===== config.mk =====
export PLATFORM = sky130hd
export DESIGN_NAME = bus_src_arbiter_flat
export DESIGN_NICKNAME = d
export VERILOG_FILES = /design/src/rtl/bus_mux_pkg.sv /design/src/rtl/bus_src_arbiter_if.sv /design/src/rtl/rr_pick.sv /design/src/rtl/bus_src_arbiter.sv /design/src/flat_wrapper.sv
export SDC_FILE = /design/constraint.sdc
export NUM_CORES = 1
export LEC_CHECK = 0
export CAP_MARGIN = 20
export CORE_MARGIN = 4
export CORE_UTILIZATION = 52
export CTS_BUF_LIST = sky130_fd_sc_hd__clkbuf_4
export CTS_CLUSTER_SIZE = 8
export DETAILED_ROUTE_END_ITERATION = 6
export PLACE_DENSITY = 0.88
export SLEW_MARGIN = 20
export SYNTH_ARGS = -nofsm -noshare
export SYNTH_HDL_FRONTEND = slang
export SYNTH_SLANG_ARGS = --single-unit

===== constraint.sdc =====
create_clock -name clk -period 8.3 [get_ports clk]
set_clock_uncertainty 0.2 [all_clocks]
set_input_delay 0.83 -clock clk [delete_from_list [all_inputs] [get_ports clk]]
set_output_delay 0.83 -clock clk [all_outputs]
set_load 0.005 [all_outputs]

===== src/rtl/bus_mux_pkg.sv =====
// Shared types and constant helpers for the bus source arbiter.
package bus_mux_pkg;

  typedef enum logic [1:0] {
    IDLE   = 2'd0,
    DIRECT = 2'd1,
    ARB    = 2'd2
  } state_e;

  // Ceiling log2 for sizing index fields at elaboration time.
  function automatic int clog2(input int value);
    int r;
    r = 0;
    while ((1 << r) < value) r++;
    return r;
  endfunction

endpackage


===== src/rtl/bus_src_arbiter_if.sv =====
// Source-select bus bundle: control/request/data towards the arbiter, selected bus back.
interface bus_src_arbiter_if #(
  parameter int WIDTH = 8,
  parameter int N_SRC = 4,
  parameter int SEL_W = bus_mux_pkg::clog2(N_SRC)
);
  logic                   mode;
  logic [SEL_W-1:0]       sel;
  logic [N_SRC-1:0]       req;
  logic                   lock;
  logic [N_SRC*WIDTH-1:0] data_in;
  logic [WIDTH-1:0]       bus_out;
  logic                   bus_valid;
  logic [N_SRC-1:0]       grant;
  logic [SEL_W-1:0]       grant_idx;

  modport master (
    output mode, sel, req, lock, data_in,
    input  bus_out, bus_valid, grant, grant_idx
  );

  modport slave (
    input  mode, sel, req, lock, data_in,
    output bus_out, bus_valid, grant, grant_idx
  );
endinterface


===== src/rtl/rr_pick.sv =====
// Round-robin picker: first requester strictly after ptr, wrapping, with a mask of excluded sources.
module rr_pick #(
  parameter int N_SRC = 4,
  parameter int SEL_W = bus_mux_pkg::clog2(N_SRC)
) (
  input  logic [N_SRC-1:0] req,
  input  logic [SEL_W-1:0] ptr,
  input  logic [N_SRC-1:0] excl,
  output logic             found,
  output logic [SEL_W-1:0] idx
);
  logic [N_SRC-1:0] cand_req;
  int               cand;

  assign cand_req = req & ~excl;

  always_comb begin
    found = 1'b0;
    idx   = '0;
    cand  = 0;
    // i runs 1..N_SRC so the pointer itself is the last candidate considered
    for (int i = 1; i <= N_SRC; i++) begin
      cand = int'(ptr) + i;
      if (cand >= N_SRC) cand = cand - N_SRC;
      if (!found && cand_req[cand]) begin
        found = 1'b1;
        idx   = SEL_W'(cand);
      end
    end
  end
endmodule


===== src/rtl/bus_src_arbiter.sv =====
// N-source shared-bus selector with registered output: direct select or round-robin arbitration.
module bus_src_arbiter
  import bus_mux_pkg::*;
#(
  parameter int WIDTH    = 8,
  parameter int N_SRC    = 4,
  parameter int MAX_HOLD = 4,
  parameter int SEL_W    = clog2(N_SRC)
) (
  input logic              clk,
  input logic              rst,
  bus_src_arbiter_if.slave bus
);
  localparam int HOLD_W = clog2(MAX_HOLD + 1);

  state_e            state_q, state_d;
  logic [WIDTH-1:0]  bus_q, bus_d;
  logic              valid_q, valid_d;
  logic [N_SRC-1:0]  grant_q, grant_d;
  logic [SEL_W-1:0]  gidx_q, gidx_d;
  logic [SEL_W-1:0]  rr_q, rr_d;
  logic [HOLD_W-1:0] hold_q, hold_d;

  logic [WIDTH-1:0]  src [N_SRC];
  logic              sel_ok, at_limit, forced, release_g;
  logic [N_SRC-1:0]  pick_excl;
  logic              pick_found;
  logic [SEL_W-1:0]  pick_idx;

  for (genvar gi = 0; gi < N_SRC; gi++) begin : g_src
    assign src[gi] = bus.data_in[gi*WIDTH +: WIDTH];
  end

  // In ARB rr_q always equals the current owner, so one pointer serves both searches.
  assign sel_ok    = int'(bus.sel) < N_SRC;
  assign at_limit  = int'(hold_q) >= MAX_HOLD - 1;
  assign forced    = !bus.lock && at_limit && |(bus.req & ~grant_q);
  assign release_g = !(|(bus.req & grant_q)) || forced;
  assign pick_excl = (state_q == ARB && forced) ? grant_q : '0;

  rr_pick #(.N_SRC(N_SRC), .SEL_W(SEL_W)) u_rr_pick (
    .req   (bus.req),
    .ptr   (rr_q),
    .excl  (pick_excl),
    .found (pick_found),
    .idx   (pick_idx)
  );

  always_comb begin
    state_d = state_q;
    bus_d   = '0;
    valid_d = 1'b0;
    grant_d = '0;
    gidx_d  = '0;
    hold_d  = hold_q;
    rr_d    = rr_q;
    unique case (state_q)
      IDLE: begin
        hold_d = '0;
        if (!bus.mode) begin
          state_d = DIRECT;
        end else if (pick_found) begin
          state_d = ARB;
          bus_d   = src[pick_idx];
          valid_d = 1'b1;
          grant_d = N_SRC'(1) << pick_idx;
          gidx_d  = pick_idx;
          rr_d    = pick_idx;
        end
      end
      DIRECT: begin
        if (bus.mode) begin
          state_d = IDLE;
        end else if (sel_ok) begin
          bus_d   = src[bus.sel];
          valid_d = 1'b1;
          grant_d = N_SRC'(1) << bus.sel;
          gidx_d  = bus.sel;
        end
      end
      ARB: begin
        if (!release_g) begin
          bus_d   = src[gidx_q];
          valid_d = 1'b1;
          grant_d = grant_q;
          gidx_d  = gidx_q;
          hold_d  = at_limit ? hold_q : hold_q + HOLD_W'(1);
        end else if (bus.mode && pick_found) begin
          bus_d   = src[pick_idx];
          valid_d = 1'b1;
          grant_d = N_SRC'(1) << pick_idx;
          gidx_d  = pick_idx;
          rr_d    = pick_idx;
          hold_d  = '0;
        end else begin
          state_d = IDLE;
          hold_d  = '0;
        end
      end
      default: state_d = IDLE;
    endcase
  end

  always_ff @(posedge clk) begin
    if (rst) begin
      state_q <= IDLE;
      bus_q   <= '0;
      valid_q <= 1'b0;
      grant_q <= '0;
      gidx_q  <= '0;
      hold_q  <= '0;
      rr_q    <= SEL_W'(N_SRC - 1);
    end else begin
      state_q <= state_d;
      bus_q   <= bus_d;
      valid_q <= valid_d;
      grant_q <= grant_d;
      gidx_q  <= gidx_d;
      hold_q  <= hold_d;
      rr_q    <= rr_d;
    end
  end

  assign bus.bus_out   = bus_q;
  assign bus.bus_valid = valid_q;
  assign bus.grant     = grant_q;
  assign bus.grant_idx = gidx_q;
endmodule


===== src/flat_wrapper.sv =====
// flat-port wrapper written by rule: the top's interface ports become plain ports
module bus_src_arbiter_flat import bus_mux_pkg::*;
#(
  parameter int WIDTH    = 8,
  parameter int N_SRC    = 4,
  parameter int MAX_HOLD = 4,
  parameter int SEL_W    = clog2(N_SRC)
)
  (clk, rst, bus_mode, bus_sel, bus_req, bus_lock, bus_data_in, bus_bus_out, bus_bus_valid, bus_grant, bus_grant_idx);
  bus_src_arbiter_if #(.WIDTH(WIDTH), .N_SRC(N_SRC), .SEL_W(SEL_W)) bus_i ();
  input logic clk;
  input logic rst;
  input wire logic [$bits(bus_i.mode)-1:0] bus_mode;
  input wire logic [$bits(bus_i.sel)-1:0] bus_sel;
  input wire logic [$bits(bus_i.req)-1:0] bus_req;
  input wire logic [$bits(bus_i.lock)-1:0] bus_lock;
  input wire logic [$bits(bus_i.data_in)-1:0] bus_data_in;
  output wire logic [$bits(bus_i.bus_out)-1:0] bus_bus_out;
  output wire logic [$bits(bus_i.bus_valid)-1:0] bus_bus_valid;
  output wire logic [$bits(bus_i.grant)-1:0] bus_grant;
  output wire logic [$bits(bus_i.grant_idx)-1:0] bus_grant_idx;
  assign bus_i.mode = bus_mode;
  assign bus_i.sel = bus_sel;
  assign bus_i.req = bus_req;
  assign bus_i.lock = bus_lock;
  assign bus_i.data_in = bus_data_in;
  assign bus_bus_out = bus_i.bus_out;
  assign bus_bus_valid = bus_i.bus_valid;
  assign bus_grant = bus_i.grant;
  assign bus_grant_idx = bus_i.grant_idx;
  bus_src_arbiter #(.WIDTH(WIDTH), .N_SRC(N_SRC), .MAX_HOLD(MAX_HOLD), .SEL_W(SEL_W)) u_core (.clk(clk), .rst(rst), .bus(bus_i));
endmodule

# After elaboration in Yosys (flattened, before gate mapping)
# Index checks and enable logic that the tools add are counted.
# classes
n_addsub,9
n_lt_le_gt_ge,12
eq_ne,10
n_shift,2
mux,72
bitwise,8
reduce_logical,20
# ops
cell,count
32-bit by 4-bit < comparator with 1-bit output (second input constant),4
32-bit two-way mux,4
8-bit two-way mux,11
8-bit binary-select mux with 2-bit select,3
2-bit two-way mux,18
4-bit two-way mux,6
8-bit one-hot mux with 3 select lines,1
3-bit greater-or-equal comparator (second input constant),6
1-bit two-way mux,17
4-bit AND,3
2-bit one-hot mux with 3 select lines,2
4-bit one-hot mux with 3 select lines,1
3-bit by 3-bit subtractor with 4-bit output (second input constant),3
2-bit NOT with 3-bit output,3
1-bit binary-select mux with 2-bit select,4
2-bit != test (second input constant),4
4-bit NOT,2
4-bit OR reduction,2
1-bit by 2-bit left shift with 4-bit output (first input constant),2
1-bit logical AND,7
2-bit by 2-bit adder with 3-bit output (second input constant),2
3-bit two-way mux,2
3-bit one-hot mux with 2 select lines,1
1-bit zero test,5
19 further kinds,20
# totals
regBits,22

# Longest topological paths before layout
# Gate-level depths: netlist of the first run.
# depth
word_depth,28
mapped_depth,10
mapped_depth_nobuf,9

# By module
# From an unflattened synthesis of the first run, not the netlist that was laid out.
# unflattened
hier_cells,181
hier_area_um2,1884.3
# modules_own_cells
module,instances,cells_per_inst,area_each_um2
bus_src_arbiter,1,164,1757.9
rr_pick,1,17,126.4

# Worst setup path after synthesis of the first run
# OpenSTA, ideal clock, no wires.
# synth_timing
path_kind,input port to flip-flop
startpoint,input bus_req[3]
endpoint,"register u_core.grant_q[0], in the netlist u_core.bus.grant[0]"
setup_time_ns,0.091
arrival_ns,2.811
required_ns,8.009
path_slack_ns,5.198
path_stages,8
n_path_buf,1
path_cell_list,nor2b_4 a2111oi_4 buf_6 o21a_1 a211oi_1 or4_4 or3_1 a311oi_1
# synth_between
elab_chain_cells,24
elab_cells_between_ends,45
cone_classes,eq/ne: 1; shift: 1; mux: 26; bitwise: 4; reduce/logical: 13
# synth_rtl
element,line_no,text
start: declaration,flat_wrapper.sv:15,input wire logic [$bits(bus_i.req)-1:0] bus_req;
4-bit AND,bus_src_arbiter.sv:37,assign forced = !bus.lock && at_limit && |(bus.req & ~grant_q);
4-bit OR reduction,bus_src_arbiter.sv:37,
1-bit logical AND,bus_src_arbiter.sv:37,
1-bit logical AND,bus_src_arbiter.sv:39,assign pick_excl = (state_q == ARB && forced) ? grant_q : '0;
4-bit two-way mux,bus_src_arbiter.sv:39,
4-bit NOT,rr_pick.sv:15,assign cand_req = req & ~excl;
4-bit AND,rr_pick.sv:15,
1-bit binary-select mux with 2-bit select,rr_pick.sv:25,if (!found && cand_req[cand]) begin
(+8 left out),n/a,
1-bit two-way mux,rr_pick.sv:25,
1-bit zero test,rr_pick.sv:25,
1-bit logical AND,rr_pick.sv:25,
2-bit two-way mux / 1-bit two-way mux (equally long branches),rr_pick.sv:25,
1-bit by 2-bit left shift with 4-bit output / 1-bit logical AND (equally long branches),"bus_src_arbiter.sv:66, bus_src_arbiter.sv:91, bus_src_arbiter.sv:88",
"4-bit two-way mux, on equally long branches","bus_src_arbiter.sv:88, bus_src_arbiter.sv:62",
"4-bit two-way mux, on equally long branches","bus_src_arbiter.sv:82, bus_src_arbiter.sv:60",
4-bit one-hot mux with 3 select lines,bus_src_arbiter.sv:57,unique case (state_q)
end signal: assignment,bus_src_arbiter.sv:117,grant_q <= grant_d;
end: declaration,bus_src_arbiter.sv:19,"logic [N_SRC-1:0] grant_q, grant_d;"
# Several ways; a longest one is shown, not always the timed one. The select of a mux whose other input is x is not followed.
# A chain may end at the register's enable or synchronous reset.

# Worst setup path in the final report of the first run
# layout_timing
startpoint,input bus_req[3]
endpoint,"register u_core.bus_q[5], in the netlist u_core.bus.bus_out[5]"
# layout_between
elab_chain_cells,27
elab_cells_between_ends,47
cone_classes,mux: 29; bitwise: 5; reduce/logical: 13
# layout_rtl
element,line_no,text
4-bit AND,bus_src_arbiter.sv:37,
4-bit OR reduction,bus_src_arbiter.sv:37,
1-bit logical AND,bus_src_arbiter.sv:37,
1-bit logical AND,bus_src_arbiter.sv:39,
4-bit two-way mux,bus_src_arbiter.sv:39,
4-bit NOT,rr_pick.sv:15,
4-bit AND,rr_pick.sv:15,
1-bit binary-select mux with 2-bit select,rr_pick.sv:25,
(+10 left out),n/a,
1-bit logical AND,rr_pick.sv:25,
2-bit two-way mux,rr_pick.sv:25,
2-bit NOT with 3-bit output (implied by the code),"bus_src_arbiter.sv:64, bus_src_arbiter.sv:89",
8-bit binary-select mux with 2-bit select,"bus_src_arbiter.sv:64, bus_src_arbiter.sv:89",
8-bit two-way mux (implied by the code) (2 in series),"bus_src_arbiter.sv:64, bus_src_arbiter.sv:89",
"8-bit two-way mux, on equally long branches","bus_src_arbiter.sv:88, bus_src_arbiter.sv:62",
"8-bit two-way mux, on equally long branches","bus_src_arbiter.sv:82, bus_src_arbiter.sv:60",
8-bit one-hot mux with 3 select lines (*),bus_src_arbiter.sv:57,
end signal: assignment,bus_src_arbiter.sv:115,bus_q <= bus_d;
end: declaration,bus_src_arbiter.sv:17,"logic [WIDTH-1:0] bus_q, bus_d;"
# Mark *: on every way between the ends. The rest lies on a longest branch, timed or not. The select of a mux whose other input is x is not followed.

==> results of run 1 <==
synthesized netlist by cell type, drive strengths merged (2+ instances only):
cell type / number
o211ai: 16
o21ai: 7
nor3: 9
nand3: 4
buf: 5
o31a: 8
mux2i: 9
a311oi: 2
a222oi: 7
dfxtp: 22
a21oi: 8
a22oi: 3
o21a: 4
and4: 7
nor2b: 5
o41ai: 2
ha: 2
nand2: 22
mux4: 2
nand2b: 4
o221ai: 2
a211oi: 3
inv: 5
nand4: 5
o31ai: 4
nor2: 10
a21o: 9
clkbuf: 5
flip-flops by register name, indices dropped and copies added, names as in the netlist:
register and flops:
u_core.hold_q 3, u_core.rr_q 2, u_core.state_q 2, u_core.bus.grant 4
u_core.bus.bus_valid 1, u_core.bus.grant_idx 2, u_core.bus.bus_out 8
power by group through the flow:
stage               sequential [mW]  combinational (mW)  clock [mW]
floorplan                     0.120              0.0567           0
global placement              0.124               0.100           0
detailed placement            0.124               0.102           0
CTS                           0.121               0.102      0.0536
global route                  0.123               0.113      0.0568
finish                        0.122               0.104      0.0527
per-layer routing:
metal / wire length, µm / vias up
met4: 87 / 0
met2: 2620 / 107
met5: 0 / -
li1: - / 986
met3: 394 / 9
met1: 2500 / 955
path summary, 6_finish.rpt:
path	start	to	cells past startpoint	slack [ns]
worst max-delay path	bus_req[3]	u_core.bus.bus_out[5]$_SDFF_PP0_	8	4.15
worst min-delay path	u_core.hold_q[1]$_SDFFE_PP0P_	u_core.hold_q[1]$_SDFFE_PP0P_	2	0.37
worst max register to register	u_core.bus.grant[3]$_SDFFE_PP0N_	u_core.bus.bus_out[5]$_SDFF_PP0_	7	4.78
worst min register to register	u_core.hold_q[1]$_SDFFE_PP0P_	u_core.hold_q[1]$_SDFFE_PP0P_	2	0.37
per-stage QoR:
step / hold WS [ns] / cell area (µm²) / setup slack [ns]
6_report: 0.371 / 2430 / 4.15
5_1_grt: 0.422 / 2430 / 3.83
4_1_cts: 0.377 / 2420 / 4.19
3_5_place_dp: 0.345 / 2390 / 3.87
3_3_place_gp: 0.327 / 2390 / 3.90
2_1_floorplan: 0.304 / 1800 / 5.20
layout make-up:
class | count | area, µm²
inverter | 5 | 18.8
multi-input combinational | 176 | 1310
tap | 46 | 57.6
clock buffer | 3 | 22.5
sequential | 22 | 440
fill | 295 | 911
clock inverter | 1 | 3.75
timing repair buffer | 58 | 576
cells in the final DEF (no fill, tap or decap), types with 2 or more instances in the layout:
master and count:
clkdlybuf4s50_1 56, inv_1 5, o221ai_1 2, o21ai_1 6, nand4_1 5, o41ai_1 2
nand2b_1 4, a311oi_1 2, ha_1 2, a21o_1 9, o211ai_1 16, nor2b_1 4
buf_4 2, dfxtp_1 22, clkbuf_4 3, a21oi_1 8, nand3_1 4, o31ai_1 4
and4_1 7, o31a_1 8, a22oi_1 3, mux2i_1 9, a211oi_1 3, nor3_1 8
a222oi_1 7, nand2_1 22, mux4_2 2, nor2_1 9, o21a_1 3
worst min-delay path, stage by stage (launching register included):
cell	delay (ns)
dfxtp_1	0.40
a32oi_1	0.07
nor2_1	0.07
logic make-up (layout without fill, tap and decap cells):
kind of cell | Yosys count | after routing | share of synthesized area, %
fa+ha+maj | 2 | 2 | 1.39
simple gates | 72 | 72 | 21.6
flops | 22 | 22 | 24.4
compound gates | 91 | 91 | 41.4
mux | 11 | 11 | 7.49
buf+inv | 15 | 67 | 3.74
==> flow_summary.toml, run 1 <==
[worst_setup_path]
arrival_ns = 4.20
worst_ep_required_time_ns = 8.34
critPathMaxStageDelay_ns = 0.68
path_buf_inv = 1
path_delay_family = "compound AO/OA/AOI/OAI gates"
path_class = "primary input to flop"
cp-end-kind = "flop"
worstPathCellList = "clkdlybuf4s50_1 -> nor2b_4 -> a2111oi_4 -> o21ai_1 -> a41oi_1 -> nor2b_1 -> nand2b_1 -> o211ai_1"
cp_max_fo = 12
slowest_stage = "a2111oi_4"
worstSetupStartpointType = "primary input"

[timing]
hold_viol = 0
relSlewSlack_pct = 35.6
tns_ns = 0
fin_crit_sh_pct = 50.0
fmax_mhz = 241
layout_min_cycle_time_ns = 4.15
rsz0062_at_grt = "false"
setup_viol = 0
worst_pin_slew_ns = 0.959
timing_max_transition_violations_final = 0

[flow_run]
maxCapViolCount = 0

[floorplanning]
die_x_um = 66.9
start_util_pct = 54.1
core-area_mm2 = 0.00334
fp.dieH_um = 66.9
row_count = 21
boundaryPins = 57
dieArea_mm2 = 0.00448

[synthesis]
ys_seq_elements = 22
netlist.top_cell.by_area = "dfxtp_1"
synth.top_cell.area_share_pct = 24.4
async_reset_ff_share_pct = 0
ys.warnings.count = 0
synth_area_per_cell_um2 = 8.47
netlist_instances = 213
ys_seq_area_share_pct = 24.4
synth-edff-count = 0
synth_nets = 257
synth.area.top_cells = "dfxtp_1 24%, o211ai_1 6.7%, mux2i_1 5.0%"
synth_area_mm2 = 0.00180
synth.lib_cells_used.distinct = 56
synth_ff_type = "dfxtp_1"

[detailed_routing]
firstDrtPassIters = 6
drc = 0
post_drt_via_cell_ratio = 6.61
drt_iter0_markers = 159
vias = 2057
avgRoutedWirePerCell_um = 18.0
ant_nets = 0
wirelength_um = 5600

[clocking]
cts_resized = 0
clkTransAtPathRegs_ns = 0.13
cts_tree = "done"
root_buffer = "clkbuf_4"
clock-sinks = 22
h-tree-depth = 1
hold_buffers = 0
cts_buffer_depth = 2
insertion_delay_ns = 0.32
post_cts_buffers = 0
cts_buffers = 3

[global_routing]
busiest_layer = "met2"
grt_use_total_pct = 26.5
gr-usage-met3_pct = 3.20
antenna_found_initial = 0
grtUsageMet1_pct = 35.1
use_met2_pct = 43.3
grt_start_max_net_pins = 18
grt_pass1_wl_um = 9180
grt_pass1_vias = 1992
overflow = 0

[pwr]
switching_share_pct = 33.6
seq_power_share_pct = 43.7
cellLeakagePower_nw = 0.824
combPwrFrac_pct = 37.3
intPower_mw = 0.185
vdd_ir_drop_max_mv = 0.0698
totalPowerFinal_mw = 0.278
p_switching_mw = 0.0934
power_density_mw_per_mm2 = 115
clkPwrFrac_pct = 19.0

[outcome]
status = "finished, final reports clean"

[placement]
dp.cells = 307
io_buffers = 56
hpwl_um = 4310
finalWeightedCongestion = 0.939

[layout]
final_util_pct = 72.7
layoutNonFillerInstCount = 311
area_growth_pct = 34.5
layout.nets = 310
drive_gt1_share_pct = 6.42
diodes = 0

[hold_path]
hp-class = "flop to flop"
Note: power is estimated with default switching activity, not from simulation.
==> run 2, diff against run 1 <==
--- a/config.mk
+++ b/config.mk
@@ -7,11 +7,11 @@
 export LEC_CHECK = 0
 export CAP_MARGIN = 20
 export CORE_MARGIN = 4
-export CORE_UTILIZATION = 52
+export CORE_UTILIZATION = 48
 export CTS_BUF_LIST = sky130_fd_sc_hd__clkbuf_4
 export CTS_CLUSTER_SIZE = 8
 export DETAILED_ROUTE_END_ITERATION = 6
-export PLACE_DENSITY = 0.88
+export PLACE_DENSITY = 0.82
 export SLEW_MARGIN = 20
 export SYNTH_ARGS = -nofsm -noshare
 export SYNTH_HDL_FRONTEND = slang
==> constraint.sdc (replaced) <==
create_clock -name clk -period 4.1 [get_ports clk]
set_clock_uncertainty 0.2 [all_clocks]
set_input_delay 0.41 -clock clk [delete_from_list [all_inputs] [get_ports clk]]
set_output_delay 0.41 -clock clk [all_outputs]
set_load 0.005 [all_outputs]
==> run 2 against run 1 <==
  * Final cell count rose by 3.2%
  * Clock power rose to 3.4 times the previous value
  * Flip-flop and latch count did not move
  * Global-route usage fell by 2.4 points
  * Largest cell class unchanged
  * Count of clock-buffer cells in the layout did not move
  * Sequential power rose by 100%
  * Combinational power rose by 110%
  * Highest routed layer unchanged
  * Die area rose by 7.3%
  * Core utilization fell by 3.7 points
  * Sequential share of layout area fell by 0.60 points
  * Hold slack improved by 0.0086 ns
==> flow_summary.toml, run 2 (same netlist as run 1, synthesis figures left out) <==
[worst_setup_path]
worstPathCellList = "clkdlybuf4s50_1 -> nor2b_4 -> a2111oi_4 -> o21ai_1 -> nor3_1 -> nor3_2 -> or3_1 -> a311oi_1"
slowest_stage = "nor3_1"
arrival_ns = 3.64
cp-end-kind = "flop"
path_class = "primary input to flop"
critPathMaxStageDelay_ns = 0.80
worstSetupStartpointType = "primary input"
r2r_setup_slack_ns = 0.68
cp_max_fo = 12
worst_ep_required_time_ns = 4.15

[timing]
worst_pin_slew_ns = 0.943
fin_crit_sh_pct = 87.7
timing.hold.ws_ns = 0.380
relSlewSlack_pct = 36.6
setup_viol = 0
tns_ns = 0
rsz0062_at_grt = "false"
worst_slack_ns = 0.505
fmax_mhz = 278
layout_min_cycle_time_ns = 3.60
timing_max_transition_violations_final = 0
hold_viol = 0

[clocking]
insertion_delay_ns = 0.33
clock-sinks = 22
hold_buffers = 0
h-tree-depth = 1
cts_resized = 0
cts_tree = "done"
cts_buffer_depth = 2
clkTransAtPathRegs_ns = 0.14
post_cts_buffers = 0
cts_buffers = 3
root_buffer = "clkbuf_4"

[layout]
layoutNonFillerInstCount = 321
layout_common_cells = "56 x clkdlybuf4s50_1, 22 x nand2_1, 22 x dfxtp_1"
final_area_mm2 = 0.00251
layout.nets = 318
area_growth_pct = 39.0
largest_reg_flops = 8
drive_gt1_share_pct = 9.52
final_common_cell = "clkdlybuf4s50_1"
diodes = 0

[detailed_routing]
avgRoutedWirePerCell_um = 18.0
drc = 0
post_drt_via_cell_ratio = 6.71
wl_met2_um = 2840
drt_iter0_markers = 218
drt-met1-wl_um = 2370
top_layer = "met4"
vias = 2154
ant_nets = 0
dr_wl_met3_um = 411
wirelength_um = 5770
firstDrtPassIters = 5

[global_routing]
grt_start_max_net_pins = 18
overflow = 0
grt_pass1_vias = 2046
grt_pass1_wl_um = 9690
grt_use_total_pct = 24.1
antenna_found_initial = 0

[floorplanning]
die_x_um = 69.3
core-area_mm2 = 0.00363
boundaryPins = 57
dieArea_mm2 = 0.00480
row_count = 22
start_util_pct = 49.7
fp.dieH_um = 69.3

[placement]
hpwl_um = 4390
finalWeightedCongestion = 0.895
pre_cts_slack_ns = 0.285
place_area_mm2 = 0.00246
io_buffers = 56
dp.cells = 317

[hold_path]
hp-class = "flop to flop"

[pwr]
combPwrFrac_pct = 33.9
clkPwrFrac_pct = 27.7
intPower_mw = 0.443
cellLeakagePower_nw = 0.875
vdd_ir_drop_max_mv = 0.152
p_switching_mw = 0.196
power_density_mw_per_mm2 = 255
seq_power_share_pct = 38.5
switching_share_pct = 30.7

[outcome]
status = "finished, final reports clean"

[flow_run]
maxCapViolCount = 0
==> run 2: changes by cell type in the layout (fill, tap and decap cells not counted) <==
cell,previous run,this run
clkinv_1,1,0
buf_4,2,10
bufinv_16,0,1
nor3_2,0,1
nor3_4,1,0
==> run 2: power by group through the flow <==
stage	Clock (mW)	Combinational, mW	Sequential (mW)
floorplan	0	0.115	0.244
global placement	0	0.210	0.250
detailed placement	0	0.214	0.250
CTS	0.179	0.215	0.246
global route	0.184	0.234	0.249
finish	0.177	0.217	0.246
==> run 2: per-stage QoR <==
step	total power, mW	utilization (%)
5_1_grt	0.667	69.0
6_report	0.640	69.0
2_1_floorplan	0.358	-
3_5_place_dp	0.464	67.6
4_1_cts	0.640	69.0
3_3_place_gp	0.461	67.6
==> run 2: worst max-delay path, delay by kind of cell <==
family | cells | cell delay, ns
buf+inv | 1 | 0.49
compound gates | 3 | 1.19
simple gates | 4 | 1.54
==> run 2: area by class of cell <==
class                      count  area, µm²
fill                         304       1120
sequential                    22        440
clock inverter                 1       30.0
clock buffer                   3       22.5
timing repair buffer          66        636
multi-input combinational    176       1300
tap                           48       60.1
inverter                       5       18.8
==> run 2: final timing paths <==
path         depth (start not counted)                     startpoint                               end
max                                  8                     bus_req[3]  u_core.bus.grant[0]$_SDFFE_PP0N_
min                                  2  u_core.hold_q[0]$_SDFFE_PP0P_     u_core.hold_q[0]$_SDFFE_PP0P_
max reg2reg                          9  u_core.hold_q[0]$_SDFFE_PP0P_  u_core.bus.grant[0]$_SDFFE_PP0N_
min reg2reg                          2  u_core.hold_q[0]$_SDFFE_PP0P_     u_core.hold_q[0]$_SDFFE_PP0P_
==> run 2: layer usage <==
layer	vias up	global-route usage (%)
met4	0	8.24
met1	1014	29.5
li1	1000	-
met2	121	41.8
met3	19	4.93
met5	-	0
